`src/rtl/obstacle_scheduler.sv`:
```
// Obstacle slot scheduler: spawns, scrolls and retires NUM_SLOTS obstacles once per frame tick.
// Spawn spacing and obstacle type come from a 16-bit Galois LFSR; the scroll step ramps up over time.
module obstacle_scheduler #(
  parameter int unsigned NUM_SLOTS      = 3,
  parameter int unsigned SCREEN_W       = 640,
  parameter int unsigned DX_INIT        = 5,
  parameter int unsigned DX_MAX         = 12,
  parameter int unsigned SPEEDUP_FRAMES = 600,
  parameter int unsigned MIN_GAP        = 200,
  parameter logic [7:0]  GAP_MASK       = 8'hFF,
  parameter int unsigned TYPE_COUNT     = 6,
  parameter logic [15:0] LFSR_SEED      = 16'hACE1
) (
  input  logic                   clk,
  input  logic                   rst,
  input  logic                   frame_tick,
  input  logic [1:0]             gameState,
  input  logic [12*NUM_SLOTS-1:0] obs_w,
  output logic [12*NUM_SLOTS-1:0] obs_x,
  output logic [NUM_SLOTS-1:0]    obs_active,
  output logic [4*NUM_SLOTS-1:0]  obs_sel,
  output logic [7:0]             cur_dx,
  output logic                   spawn_pulse
);

  typedef enum logic [1:0] {
    GS_READY    = 2'b00,
    GS_PLAYING  = 2'b01,
    GS_OVER     = 2'b10,
    GS_OVER_ALT = 2'b11
  } game_state_t;

  localparam logic [11:0] X_SPAWN  = 12'(SCREEN_W);
  localparam logic [7:0]  DX0      = 8'(DX_INIT);
  localparam logic [7:0]  DXM      = 8'(DX_MAX);
  localparam logic [15:0] SPD_LAST = 16'(SPEEDUP_FRAMES - 1);
  localparam logic [15:0] GAP_BASE = 16'(MIN_GAP);
  localparam logic [4:0]  TYPES    = 5'(TYPE_COUNT);

  logic [15:0] gap_cnt, next_gap, speed_cnt, lfsr;

  logic [12*NUM_SLOTS-1:0] x_d;
  logic [NUM_SLOTS-1:0]    act_d;
  logic [4*NUM_SLOTS-1:0]  sel_d;
  logic [7:0]              dx_d;
  logic [15:0]             gap_d, ngap_d, spd_d, lfsr_d;
  logic                    pulse_d;

  game_state_t gs;
  logic        spawn_ok, taken;
  logic [12:0] x13;
  logic [13:0] reach;
  logic [16:0] gap_sum;
  logic [4:0]  sel_wide;

  assign gs       = game_state_t'(gameState);
  assign spawn_ok = (gap_cnt >= next_gap);
  assign gap_sum  = {1'b0, gap_cnt} + {9'b0, cur_dx};
  assign sel_wide = {1'b0, lfsr[3:0]} % TYPES;

  always_comb begin
    x_d     = obs_x;
    act_d   = obs_active;
    sel_d   = obs_sel;
    dx_d    = cur_dx;
    gap_d   = gap_cnt;
    ngap_d  = next_gap;
    spd_d   = speed_cnt;
    lfsr_d  = lfsr;
    pulse_d = 1'b0;
    taken   = 1'b0;
    x13     = '0;
    reach   = '0;
    if (frame_tick) begin
      case (gs)
        GS_READY: begin
          x_d    = {NUM_SLOTS{X_SPAWN}};
          act_d  = '0;
          sel_d  = '0;
          dx_d   = DX0;
          gap_d  = '0;
          ngap_d = '0;
          spd_d  = '0;
        end
        GS_PLAYING: begin
          // Active slots scroll; the first slot that was already free before this frame takes a spawn.
          for (int unsigned i = 0; i < NUM_SLOTS; i++) begin
            if (obs_active[i]) begin
              x13   = {obs_x[12*i+11], obs_x[12*i +: 12]} - {5'b0, cur_dx};
              reach = {x13[12], x13} + {2'b00, obs_w[12*i +: 12]};
              x_d[12*i +: 12] = x13[11:0];
              if (reach[13] || reach == '0) act_d[i] = 1'b0;
            end else if (spawn_ok && !taken) begin
              taken            = 1'b1;
              x_d[12*i +: 12]  = X_SPAWN;
              act_d[i]         = 1'b1;
              sel_d[4*i +: 4]  = sel_wide[3:0];
            end
          end
          gap_d = gap_sum[16] ? '1 : gap_sum[15:0];
          if (taken) begin
            gap_d   = '0;
            ngap_d  = GAP_BASE + {8'h00, lfsr[7:0] & GAP_MASK};
            pulse_d = 1'b1;
          end
          if (speed_cnt == SPD_LAST) begin
            spd_d = '0;
            dx_d  = (cur_dx >= DXM) ? DXM : cur_dx + 8'd1;
          end else begin
            spd_d = speed_cnt + 16'd1;
          end
          lfsr_d = {1'b0, lfsr[15:1]} ^ (lfsr[0] ? 16'hB400 : 16'h0000);
        end
        default: ;
      endcase
    end
  end

  always_ff @(posedge clk) begin
    if (rst) begin
      obs_x       <= {NUM_SLOTS{X_SPAWN}};
      obs_active  <= '0;
      obs_sel     <= '0;
      cur_dx      <= DX0;
      spawn_pulse <= 1'b0;
      gap_cnt     <= '0;
      next_gap    <= '0;
      speed_cnt   <= '0;
      lfsr        <= LFSR_SEED;
    end else begin
      obs_x       <= x_d;
      obs_active  <= act_d;
      obs_sel     <= sel_d;
      cur_dx      <= dx_d;
      spawn_pulse <= pulse_d;
      gap_cnt     <= gap_d;
      next_gap    <= ngap_d;
      speed_cnt   <= spd_d;
      lfsr        <= lfsr_d;
    end
  end

endmodule

```
`config.mk`:
```
export PLATFORM = sky130hd
export DESIGN_NAME = obstacle_scheduler
export DESIGN_NICKNAME = d
export VERILOG_FILES = /design/src/rtl/obstacle_scheduler.sv
export SDC_FILE = /design/constraint.sdc
export NUM_CORES = 1
export LEC_CHECK = 0
export BUFFER_PORTS_ARGS = -buffer_cell sky130_fd_sc_hd__clkbuf_2
export CORE_MARGIN = 2
export CORE_UTILIZATION = 50
export DETAILED_ROUTE_END_ITERATION = 8
export GPL_TIMING_DRIVEN = 0
export PLACE_DENSITY = 0.67
export SLEW_MARGIN = 5
export SYNTH_ARGS = -nofsm -noshare
export SYNTH_HDL_FRONTEND = slang
export SYNTH_SLANG_ARGS = --single-unit
```
`constraint.sdc`:
```
create_clock -name clk -period 6.05 [get_ports clk]
set_clock_uncertainty 0.15 [all_clocks]
set_input_delay 1.21 -clock clk [delete_from_list [all_inputs] [get_ports clk]]
set_output_delay 1.21 -clock clk [all_outputs]
set_load 0.05 [all_outputs]
```
==> qor.csv, run 1 <==
stage;metric;value;unit
power_and_ir_drop;switching_share;27.6;%
power_and_ir_drop;ir_drop;0.214;mV
grt;grt_antenna_before_repair;0;
floorplan;design.portCount;101;
clock_tree;cts.sinks;117;
clock_tree;cts.clk_slew.worst_paths;0.06;ns
yosys;ys_warn_count;0;
critical_path;path_delay_family;compound AO/OA/AOI/OAI gates;
drt;drt_pass1_iterations;5;
sta;min_period;5.40;ns
critical_path;startpoint_type;flip-flop;
critical_path;crit_required;6.22;ns
drt;viasPerCell;5.86;
drt;drt_iter0_markers;561;
floorplan;dieArea;18300;um^2
finish;finalNetCount;1365;
yosys;avgSynthCellArea;7.74;um^2
finish;drive_gt1_share;12.0;%
yosys;synth.net_count;1247;
min_path;hp-start;lfsr[10];
outcome;status;finished clean;
critical_path;crit_start;cur_dx[1];
grt;grt_pass1_wl;39600;um
power_and_ir_drop;seqPwrFrac;39.1;%
power_and_ir_drop;power.share.clock;47.8;%
power_and_ir_drop;power.leakage;4.00;nW
power_and_ir_drop;intPower;1.46;mW
min_path;min_path_type;flip-flop to flip-flop;
finish;multiInputGateArea;5870;um^2
finish;seqCellArea;2340;um^2
critical_path;cp_max_fo;9;
sta;finalHoldViolCount;0;
yosys;synthArstFlopShare;0;%
flow_run;drv_cap;0;
grt;grt_pass1_vias;7898;
critical_path;slowest_stage;dfxtp_1;
clock_tree;tritoncts;yes;
sta;tns;0;ns
yosys;synth_edf_count;0;
sta;max_freq;185;MHz
grt;grt_max_degree;17;
sta;setup-violations-final;0;
drt;wl_per_cell;16.8;um
critical_path;path_cells;inv_1, ha_1, nor2b_1, o21ai_1, a21boi_1, o31ai_1, a31oi_1, nor2_1, xnor2_1, ha_1, a221oi_1, o221ai_1, nor4_1, nand4_1, or4_1, a22o_1;
power_and_ir_drop;p_comb_share;13.1;%
finish;area_growth;15.5;%
yosys;yosys.area.top_type;dfxtp_1;
clock_tree;post_cts_resized;0;
yosys;synthFlopType;dfxtp_1;
yosys;yosysSeqAreaShare;27.2;%
place;hpwlAfterDp;19000;um
critical_path;cp-end-kind;flip-flop;
power_and_ir_drop;fin_total_pwr;2.02;mW
sta;maxSlewViolCount;0;
critical_path;cp_common_cell;ha_1;
critical_path;cp_num_cells;16;
floorplan;rows;48;
floorplan;start_util;50.5;%
drt;vias;8621;
power_and_ir_drop;p_per_area;203;nW/um^2
sta;max_slew.worst_pin.slew;0.737;ns
place;gp_congestion;0.923;
sta;fin_crit_sh;89.2;%
critical_path;path_class;flip-flop to flip-flop;
drt;routed_wirelength;24700;um
sta;rsz0062_at_grt;false;
clock_tree;clock_path_buffers;2;
drt;ant_nets;0;
yosys;synth_top_area_share;27.2;%
floorplan;core;17100;um^2
critical_path;arrival;5.57;ns
yosys;syn_area;8620;um^2
grt;grt_overflow;0;
clock_tree;cts_max_level;4;
yosys;yosysUniqueCellTypes;79;
critical_path;reg2reg_depth;16;
yosys;synthTopCellsByArea;dfxtp_1 (27%), ha_1 (12%), a21oi_1 (6.2%), nand2_1 (4.7%), nor2_1 (4.4%);
drt;drc;0;
clock_tree;root_buffer;clkbuf_16;
yosys;ys_ff_latch;117;
finish;num_antenna_cells;0;
yosys;synth_cells;1114;
power_and_ir_drop;power.switching;558;uW
critical_path;cpPeakStageDelay;0.76;ns
clock_tree;postCtsHoldBufs;0;
min_path;whs_path_depth;2;
sta;relSlewSlack;50.9;%
floorplan;die_w;135;um
grt;grt_use_total;27.2;%
clock_tree;cts_buffers;17;
clock_tree;clk_latency;0.43;ns
finish;fillCellCount;1682;
place;io_buffers;99;
critical_path;r2r-start;cur_dx[1];
floorplan;die_h;135;um
clock_tree;cts_setup_buffers;0;
critical_path;path_buf_inv;1;
## Yosys cell counts, drive strengths merged (3+ instances only)
library cell,n
dfxtp,117
nand2,109
a21oi,107
nor2,101
o21ai,92
ha,85
inv,64
nand3,38
clkbuf,35
xnor2,35
xor2,27
nor3,24
a31oi,20
nand4,19
o211ai,16
and3,15
o21a,14
a21boi,13
mux2i,13
nor4,13
nor2b,12
a211oi,11
a21o,10
nand2b,10
a22oi,8
and2,8
fa,7
or2,7
buf,6
o2111ai,6
o31ai,5
or3,5
or4,5
a221oi,4
a41oi,4
o21bai,4
a2111oi,3
nor4b,3
o31a,3
o32ai,3
## sequential cells by signal, indices dropped and copies added, names as in the netlist
register     count
obs_x           36
obs_active       3
lfsr            16
spawn_pulse      1
gap_cnt         16
obs_sel         12
next_gap         9
speed_cnt       16
cur_dx           8
## cell usage in the layout (no fill, tap or decap), drive strengths merged, types with 24 or more instances in the layout
master / count
clkbuf: 154
dfxtp: 117
nand2: 109
a21oi: 107
nor2: 101
o21ai: 92
ha: 85
inv: 66
nand3: 38
xnor2: 35
xor2: 27
nor3: 24
## power by group through the flow
stage | Clock [mW] | Combinational [mW] | Sequential, mW
3_3_place_gp | 0 | 0.258 | 0.806
6_report | 0.965 | 0.265 | 0.790
2_1_floorplan | 0 | 0.179 | 0.813
5_1_grt | 1.01 | 0.294 | 0.791
4_1_cts | 0.974 | 0.262 | 0.790
3_5_place_dp | 0 | 0.261 | 0.806
## final timing paths
check,endpoint,slack (ns)
hold / removal,lfsr[9],0.30
setup reg to reg,obs_active[2],0.65
setup / recovery,obs_active[2],0.65
hold reg to reg,lfsr[9],0.30
## cell families after synthesis
family / count (synthesis) / synth area share, %
mux: 15 / 1.77
flops: 117 / 27.2
compound gates: 346 / 25.5
buf+inv: 106 / 4.69
simple gates: 376 / 20.6
xor+xnor: 62 / 6.30
fa+ha+maj: 92 / 14.0
## metrics by stage
stage / cell area (um^2) / setup slack (ns) / utilization [%] / hold WS (ns) / cells
floorplan: 8620 / 1.52 / - / 0.282 / 1114
global placement: 9390 / 0.769 / 55.1 / 0.294 / 1438
detailed placement: 9390 / 0.661 / 55.1 / 0.294 / 1438
CTS: 9950 / 0.638 / 58.4 / 0.303 / 1470
global route: 9950 / 0.330 / 58.4 / 0.313 / 1470
finish: 9950 / 0.651 / 58.4 / 0.298 / 1470
## tightest hold or removal path, cell delays in order (launching register included)
cell,delay (ns)
dfxtp_1,0.31
nand2_1,0.05
a21oi_1,0.05
## layout make-up
| cell class | instances | share of cell area [%] |
|---|---|---|
| clock buffer | 20 | 4.59 |
| multi-input combinational | 891 | 59.0 |
| tap | 225 | 2.83 |
| clock inverter | 12 | 1.04 |
| timing repair buffer | 99 | 4.98 |
| inverter | 65 | 2.45 |
| sequential | 117 | 23.5 |
| buffer | 41 | 1.61 |
## routing by layer
layer | GRT usage, % | share of wire [%]
met1 | 36.1 | 45
met2 | 44.4 | 46
met5 | 0 | 0
met3 | 5.65 | 6.6
met4 | 8.62 | 2.0
No activity file was read; power rests on OpenSTA's default activity.
==> inputs of run 2 (changes only) <==
--- a/config.mk
+++ b/config.mk
@@ -6,4 +6,5 @@
 export NUM_CORES = 1
 export LEC_CHECK = 0
+export ABC_AREA = 1
 export BUFFER_PORTS_ARGS = -buffer_cell sky130_fd_sc_hd__clkbuf_2
 export CORE_MARGIN = 2
@@ -12,5 +13,4 @@
 export GPL_TIMING_DRIVEN = 0
 export PLACE_DENSITY = 0.67
-export SLEW_MARGIN = 5
 export SYNTH_ARGS = -nofsm -noshare
 export SYNTH_HDL_FRONTEND = slang
==> constraint.sdc (replaced) <==
create_clock -name clk -period 6.05 [get_ports clk]
set_clock_uncertainty 0.15 [all_clocks]
set_input_delay 0.3025 -clock clk [delete_from_list [all_inputs] [get_ports clk]]
set_output_delay 0.3025 -clock clk [all_outputs]
set_load 0.05 [all_outputs]
==> qor.csv, run 2 <==
stage;metric;value;unit;change
sta;min_period;4.23;ns;-1.17 ns
outcome;failed_checks;DRC;;
yosys;ys_ff_latch;117;;unchanged
sta;whs;0.0942;ns;-0.204 ns
power_and_ir_drop;power.switching;844;uW;+51%
drt;ant_nets;0;;unchanged
power_and_ir_drop;p_comb_share;28.1;%;+15 points
sta;relSlewSlack;47.3;%;-3.5 points
min_path;min_path_type;input port to flip-flop;;
critical_path;arrival;4.40;ns;-1.17 ns
power_and_ir_drop;power.leakage;5.37;nW;+34%
yosys;synth.net_count;1589;;+27%
finish;stdcell_count;1821;;+24%
critical_path;r2r-start;cur_dx[1];;
grt;grt_pass1_vias;8865;;+12%
place;io_buffers;99;;unchanged
grt;grt_max_degree;17;;unchanged
finish;layout_common_cells;nand2_1 (382), inv_1 (204), nor2_1 (156);;
place;pre_cts_slack;1.96;ns;+1.30 ns
critical_path;cp_max_fo;7;;-2
critical_path;path_cells;inv_1, ha_1, nand2_1, nor2_1, a211oi_1, o21ai_0, nand2_1, nand2_1, xor2_1, inv_1, ha_1, nand2_1, nor2_1, nand3_1, nand3_1, inv_1, nand2_1, nand2_1, nor2_1, nand3_1, nand3_1, nand2_1, nand2_1, nand2_1;;
yosys;synthArstFlopShare;0;%;unchanged
sta;rsz0062_at_grt;false;;
drt;drc;3;;+3
finish;final_core_utilization;57.9;%;-0.46 points
place;gp_congestion;0.945;;+2.4%
finish;multiInputGateArea;6050;um^2;+3.1%
floorplan;core;18500;um^2;+8.6%
yosys;ys_warn_count;0;;unchanged
critical_path;crit_start;cur_dx[1];;
outcome;status;finished, violations left;;
finish;seqCellArea;2340;um^2;unchanged
grt;grt_antenna_before_repair;1;;+1
sta;max_slew.worst_pin.slew;0.790;ns;+0.0532 ns
drt;viasPerCell;5.19;;-11%
sta;finalHoldViolCount;0;;unchanged
yosys;syn_area;9350;um^2;+8.5%
floorplan;die_w;141;um;+4.0%
yosys;synth_top_area_share;25.1;%;-2.1 points
yosys;synth_edf_count;0;;unchanged
finish;finalNetCount;1708;;+25%
sta;layout_setup_ws;1.82;ns;+1.17 ns
floorplan;start_util;50.5;%;about the same
clock_tree;tritoncts;yes;;
grt;grt_use_total;26.4;%;-0.82 points
power_and_ir_drop;ir_drop;0.196;mV;-8.5%
place;place_inst;1789;;+24%
sta;setup-violations-final;0;;unchanged
yosys;avgSynthCellArea;6.42;um^2;-17%
drt;wl_per_cell;14.0;um;-16%
sta;fin_crit_sh;69.9;%;-19 points
floorplan;design.portCount;101;;unchanged
clock_tree;clk_latency;0.43;ns;about the same
floorplan;die_h;141;um;+4.0%
yosys;netlist_top_cells_count;nand2_1 (382), inv_1 (204), nor2_1 (156), dfxtp_1 (117), a21oi_1 (109);;
floorplan;dieArea;19800;um^2;+8.2%
critical_path;cp_common_cell;nand2_1;;
critical_path;path_class;flip-flop to flip-flop;;
clock_tree;clock_path_buffers;2;;unchanged
yosys;synth_most_common_cell;nand2_1;;
power_and_ir_drop;power.share.clock;39.2;%;-8.6 points
critical_path;slowest_stage;dfxtp_1;;
power_and_ir_drop;switching_share;33.5;%;+5.8 points
place;place_area;10100;um^2;+7.9%
sta;maxSlewViolCount;0;;unchanged
clock_tree;cts.clk_slew.worst_paths;0.06;ns;about the same
critical_path;startpoint_type;flip-flop;;
yosys;synth_cells;1456;;+31%
power_and_ir_drop;intPower;1.68;mW;+15%
sta;tns;0;ns;unchanged
flow_run;drv_cap;0;;unchanged
power_and_ir_drop;seqPwrFrac;32.7;%;-6.4 points
critical_path;crit_required;6.23;ns;about the same
min_path;hp-start;rst;;
finish;final_common_cell;nand2_1;;
sta;max_freq;237;MHz;+28%
critical_path;cpPeakStageDelay;0.52;ns;-0.24 ns
clock_tree;cts.sinks;117;;unchanged
critical_path;cp-end-kind;flip-flop;;
clock_tree;root_buffer;clkbuf_16;;
finish;fillCellCount;1872;;+11%
drt;drt_pass1_iterations;9;;+4
drt;vias;9460;;+9.7%
yosys;yosys.area.top_type;dfxtp_1;;
yosys;synthTopCellsByArea;dfxtp_1 (25%), nand2_1 (15%), ha_1 (11%), inv_1 (8.2%), nor2_1 (6.3%);;
power_and_ir_drop;p_per_area;235;nW/um^2;+16%
finish;drive_gt1_share;11.9;%;-0.13 points
clock_tree;cts_buffers;17;;unchanged
clock_tree;cts_max_level;4;;unchanged
clock_tree;cts_setup_buffers;0;;unchanged
power_and_ir_drop;fin_total_pwr;2.52;mW;+25%
floorplan;rows;50;;+4.2%
drt;drt_iter0_markers;497;;-11%
yosys;yosysSeqAreaShare;25.1;%;-2.1 points
drt;routed_wirelength;25500;um;+3.5%
yosys;yosysUniqueCellTypes;50;;-37%
finish;largest_register;obs_x;;
finish;area_growth;14.7;%;
grt;grt_pass1_wl;42300;um;+6.8%
grt;grt_overflow;0;;unchanged
finish;largest_register_ffs;36;;unchanged
place;hpwlAfterDp;20100;um;+5.8%
finish;fin_area;10700;um^2;+7.7%
yosys;synthFlopType;dfxtp_1;;
run 2: layer usage:
metal / share of wire [%] / vias up / track usage [%]
met1: 47 / 4249 / 34.6
met4: 1.5 / 0 / 7.95
met5: 0 / - / 0
li1: - / 4968 / -
met2: 47 / 210 / 45.2
met3: 4.4 / 33 / 3.67
run 2: repair_timing:
item | 4_1_cts | 5_1_grt
resized for setup | 0 | 0
hold buffers | 1 | 0
endpoints found under the hold margin | 1 | 0
run 2: final timing paths:
path | end | slack (ns) | cells past startpoint
hold reg to reg | next_gap[1] | 0.31 | 2
setup / recovery | obs_active[2] | 1.82 | 24
setup reg to reg | obs_active[2] | 1.82 | 24
hold / removal | lfsr[13] | 0.09 | 3
run 2: cell families (layout without fill, tap and decap cells):
logic type	Yosys count	in the layout	share of synthesized area, %
xor+xnor	43	43	4.03
compound gates	232	232	13.8
buf+inv	241	371	10.2
fa+ha+maj	92	92	12.9
simple gates	731	731	34.1
flops	117	117	25.1
other cells	0	1	0
run 2: critical path, delay by kind of cell, from the launching register on:
family                     cells  cell delay (ns)
and+or+nand+nor               16             1.41
AOI/OAI and AO/OA              2             0.72
adders and majority gates      2             0.68
DFF                            1             0.52
buffers and inverters          3             0.42
xor gates and xnor gates       1             0.20
run 2: layout make-up:
cell class                 count  area share [%]
clock buffer                  27            4.97
multi-input combinational   1098            56.5
timing repair buffer         100            4.71
antenna                        1          0.0233
inverter                     211            7.39
clock inverter                 3           0.373
sequential                   117            21.8
tap                          234            2.73
buffer                        30            1.51
run 2: power by group through the flow:
stage	combinational [mW]	sequential, mW	clock [mW]
6_report	0.710	0.823	0.988
5_1_grt	0.805	0.827	1.02
4_1_cts	0.708	0.823	0.994
3_5_place_dp	0.703	0.839	0
3_3_place_gp	0.696	0.839	0
2_1_floorplan	0.489	0.895	0
==> inputs of run 3 (changes only) <==
PLACE_DENSITY = 0.69   (was 0.67)
clock period = 3.49 ns   (was 6.05 ns; I/O delays follow)
==> qor.csv, run 3 (synthesis results as in run 2) <==
stage;metric;value;unit;change
flow_run;drv_cap;0;;unchanged
place;io_buffers;99;;unchanged
critical_path;path_buf_inv;3;;unchanged
sta;max_slew.worst_pin.slew;0.744;ns;-0.0457 ns
place;place_inst;1789;;unchanged
critical_path;path_class;flip-flop to flip-flop;;
sta;layout_setup_ws;-0.0446;ns;-1.87 ns
outcome;status;finished, violations left;;
finish;final_core_utilization;63.0;%;+5.1 points
drt;routed_wirelength;27000;um;+5.8%
grt;grt_max_degree;17;;unchanged
grt;grt_util_met2;45.6;%;+0.39 points
sta;rsz0062_at_grt;true;;
clock_tree;root_buffer;clkbuf_16;;
drt;drt_pass1_iterations;5;;-4
critical_path;crit_required;3.65;ns;-2.58 ns
sta;max_freq;283;MHz;+20%
sta;relSlewSlack;50.4;%;+3.0 points
finish;multiInputGateArea;6680;um^2;+10%
grt;grt_use_total;26.7;%;+0.37 points
grt;grt_antenna_before_repair;0;;-1
grt;grt_pass1_vias;9138;;+3.1%
critical_path;cp_max_fo;6;;-1
grt;busiest_layer;met2;;
drt;wl_per_cell;14.6;um;+4.1%
drt;drt_iter0_markers;590;;+19%
critical_path;path_delay_family;simple AND/OR/NAND/NOR gates;;
drt;drc;0;;-3
floorplan;start_util;50.5;%;unchanged
sta;setup-violations-final;1;;+1
critical_path;cp_common_cell;nand2_1;;
grt;grt_pass1_wl;43400;um;+2.4%
floorplan;design.portCount;101;;unchanged
clock_tree;clock_path_buffers;2;;unchanged
finish;drive_gt1_share;21.5;%;+9.6 points
grt;grtUsageMet1;35.0;%;+0.42 points
finish;num_antenna_cells;0;;-1
critical_path;cp-end-kind;flip-flop;;
clock_tree;cts.sinks;117;;unchanged
sta;fin_crit_sh;101;%;+31 points
place;gp_congestion;0.889;;-5.9%
grt;grt_overflow;0;;unchanged
outcome;failed_checks;setup timing;;
sta;maxSlewViolCount;0;;unchanged
finish;finalNetCount;1736;;+1.6%
drt;viasPerCell;5.36;;+3.1%
clock_tree;tritoncts;yes;;
sta;finalHoldViolCount;0;;unchanged
floorplan;core;18500;um^2;unchanged
finish;area_growth;24.7;%;
floorplan;die_h;141;um;unchanged
finish;seqCellArea;2360;um^2;+0.91%
drt;ant_nets;0;;unchanged
clock_tree;cts.clk_slew.worst_paths;0.06;ns;about the same
finish;largest_register;obs_x;;
critical_path;slowest_stage;dfxtp_4;;
floorplan;die_w;141;um;unchanged
power_and_ir_drop;p_per_area;403;nW/um^2;+71%
sta;min_period;3.53;ns;-0.692 ns
floorplan;rows;50;;unchanged
finish;final_common_cell;nand2_1;;
critical_path;path_cells;clkinvlp_4, ha_4, nand2_1, nor2_2, a211oi_2, buf_4, o21ai_0, xor2_1, inv_1, ha_4, nand2_1, o21ai_0, nand2_1, nand3_1, nand2_1, nand2_1, nand2_1, nor2_1, nand3_1, nand3_2, nand2_1, nand2_1, nand2_1;;
power_and_ir_drop;ir_drop;0.398;mV;+100%
finish;stdcell_count;1850;;+1.6%
clock_tree;clk_latency;0.42;ns;about the same
drt;vias;9910;;+4.8%
critical_path;startpoint_type;flip-flop;;
critical_path;cpPeakStageDelay;0.36;ns;-0.16 ns
floorplan;dieArea;19800;um^2;unchanged
clock_tree;cts_buffers;17;;unchanged
clock_tree;cts_max_level;4;;unchanged
finish;fillCellCount;1720;;-8.1%
power_and_ir_drop;power.leakage;5.60;nW;+4.2%
grt;use_met3;4.04;%;+0.37 points
place;hpwlAfterDp;19900;um;-1.1%
min_path;min_path_type;input port to flip-flop;;
critical_path;arrival;3.70;ns;-0.70 ns
finish;largest_register_ffs;36;;unchanged
finish;layout_common_cells;nand2_1 (358), inv_1 (192), nor2_1 (140);;
[run 3: changes by cell type in the layout (fill, tap and decap cells not counted), sizes merged]
| cell | delta |
|---|---|
| buf | +27 |
| clkbuf | -4 |
| clkinv | +3 |
| clkinvlp | +3 |
| bufinv | +2 |
| inv | -2 |
| diode | -1 |
| dlygate4sd3 | +1 |
[run 3: final timing paths]
kind / start / end / slack [ns] / depth (start not counted)
setup / recovery: cur_dx[1] / obs_active[2] / -0.04 / 23
hold / removal: gameState[1] / gap_cnt[7] / 0.16 / 6
setup reg to reg: cur_dx[1] / obs_active[2] / -0.04 / 23
hold reg to reg: next_gap[6] / next_gap[6] / 0.31 / 2
[run 3: metal layers]
layer,vias to the layer above,routed length [um]
met3,49,1460
met1,4536,12300
met5,-,0
met4,0,563
met2,299,12700
li1,5026,-
[run 3: worst min-delay path: cells and delay by family]
family | cells | cell delay, ns
compound gates | 1 | 0.05
simple gates | 4 | 0.34
buf+inv | 1 | 0.12
[run 3: through the flow]
stage                     power, mW  setup WS [ns]  TNS [ns]  instance area [um^2]  hold WS [ns]
after detailed placement       2.68         -0.513     -1.15                 10100         0.283
after floorplan                2.40        0.00925         0                  9350         0.136
after CTS                      4.58       -0.00111  -0.00111                 11200         0.141
after global placement         2.66         -0.404    -0.994                 10100         0.281
after global routing           4.94         -0.294    -0.730                 11700         0.192
final                          4.70        -0.0446   -0.0446                 11700         0.156
[run 3: final cells by class]
class,count,area share [%]
plain buffers,30,1.38
clock buffers,23,4.27
clock inverters,9,1.05
inverters,211,6.88
multi-input cells,1098,57.3
flip-flops and latches,117,20.3
well taps,234,2.51
repair buffers,128,6.36
[run 3: where the power goes]
group / internal, mW / total (mW) / switching, mW / leakage (nW)
sequential: 1.38 / 1.43 / 0.0430 / 0.956
combinational: 0.523 / 1.43 / 0.912 / 4.33
clock: 1.21 / 1.84 / 0.625 / 0.309
[run 3: repair_timing]
item / CTS / global route
hold buffers: 2 / 0
gates cloned: 0 / 0
hold endpoints to repair: 2 / 0
endpoints found under the setup margin: 3 / 3
gates resized for setup: 59 / 92
setup buffers: 19 / 8
pin swaps: 17 / 51
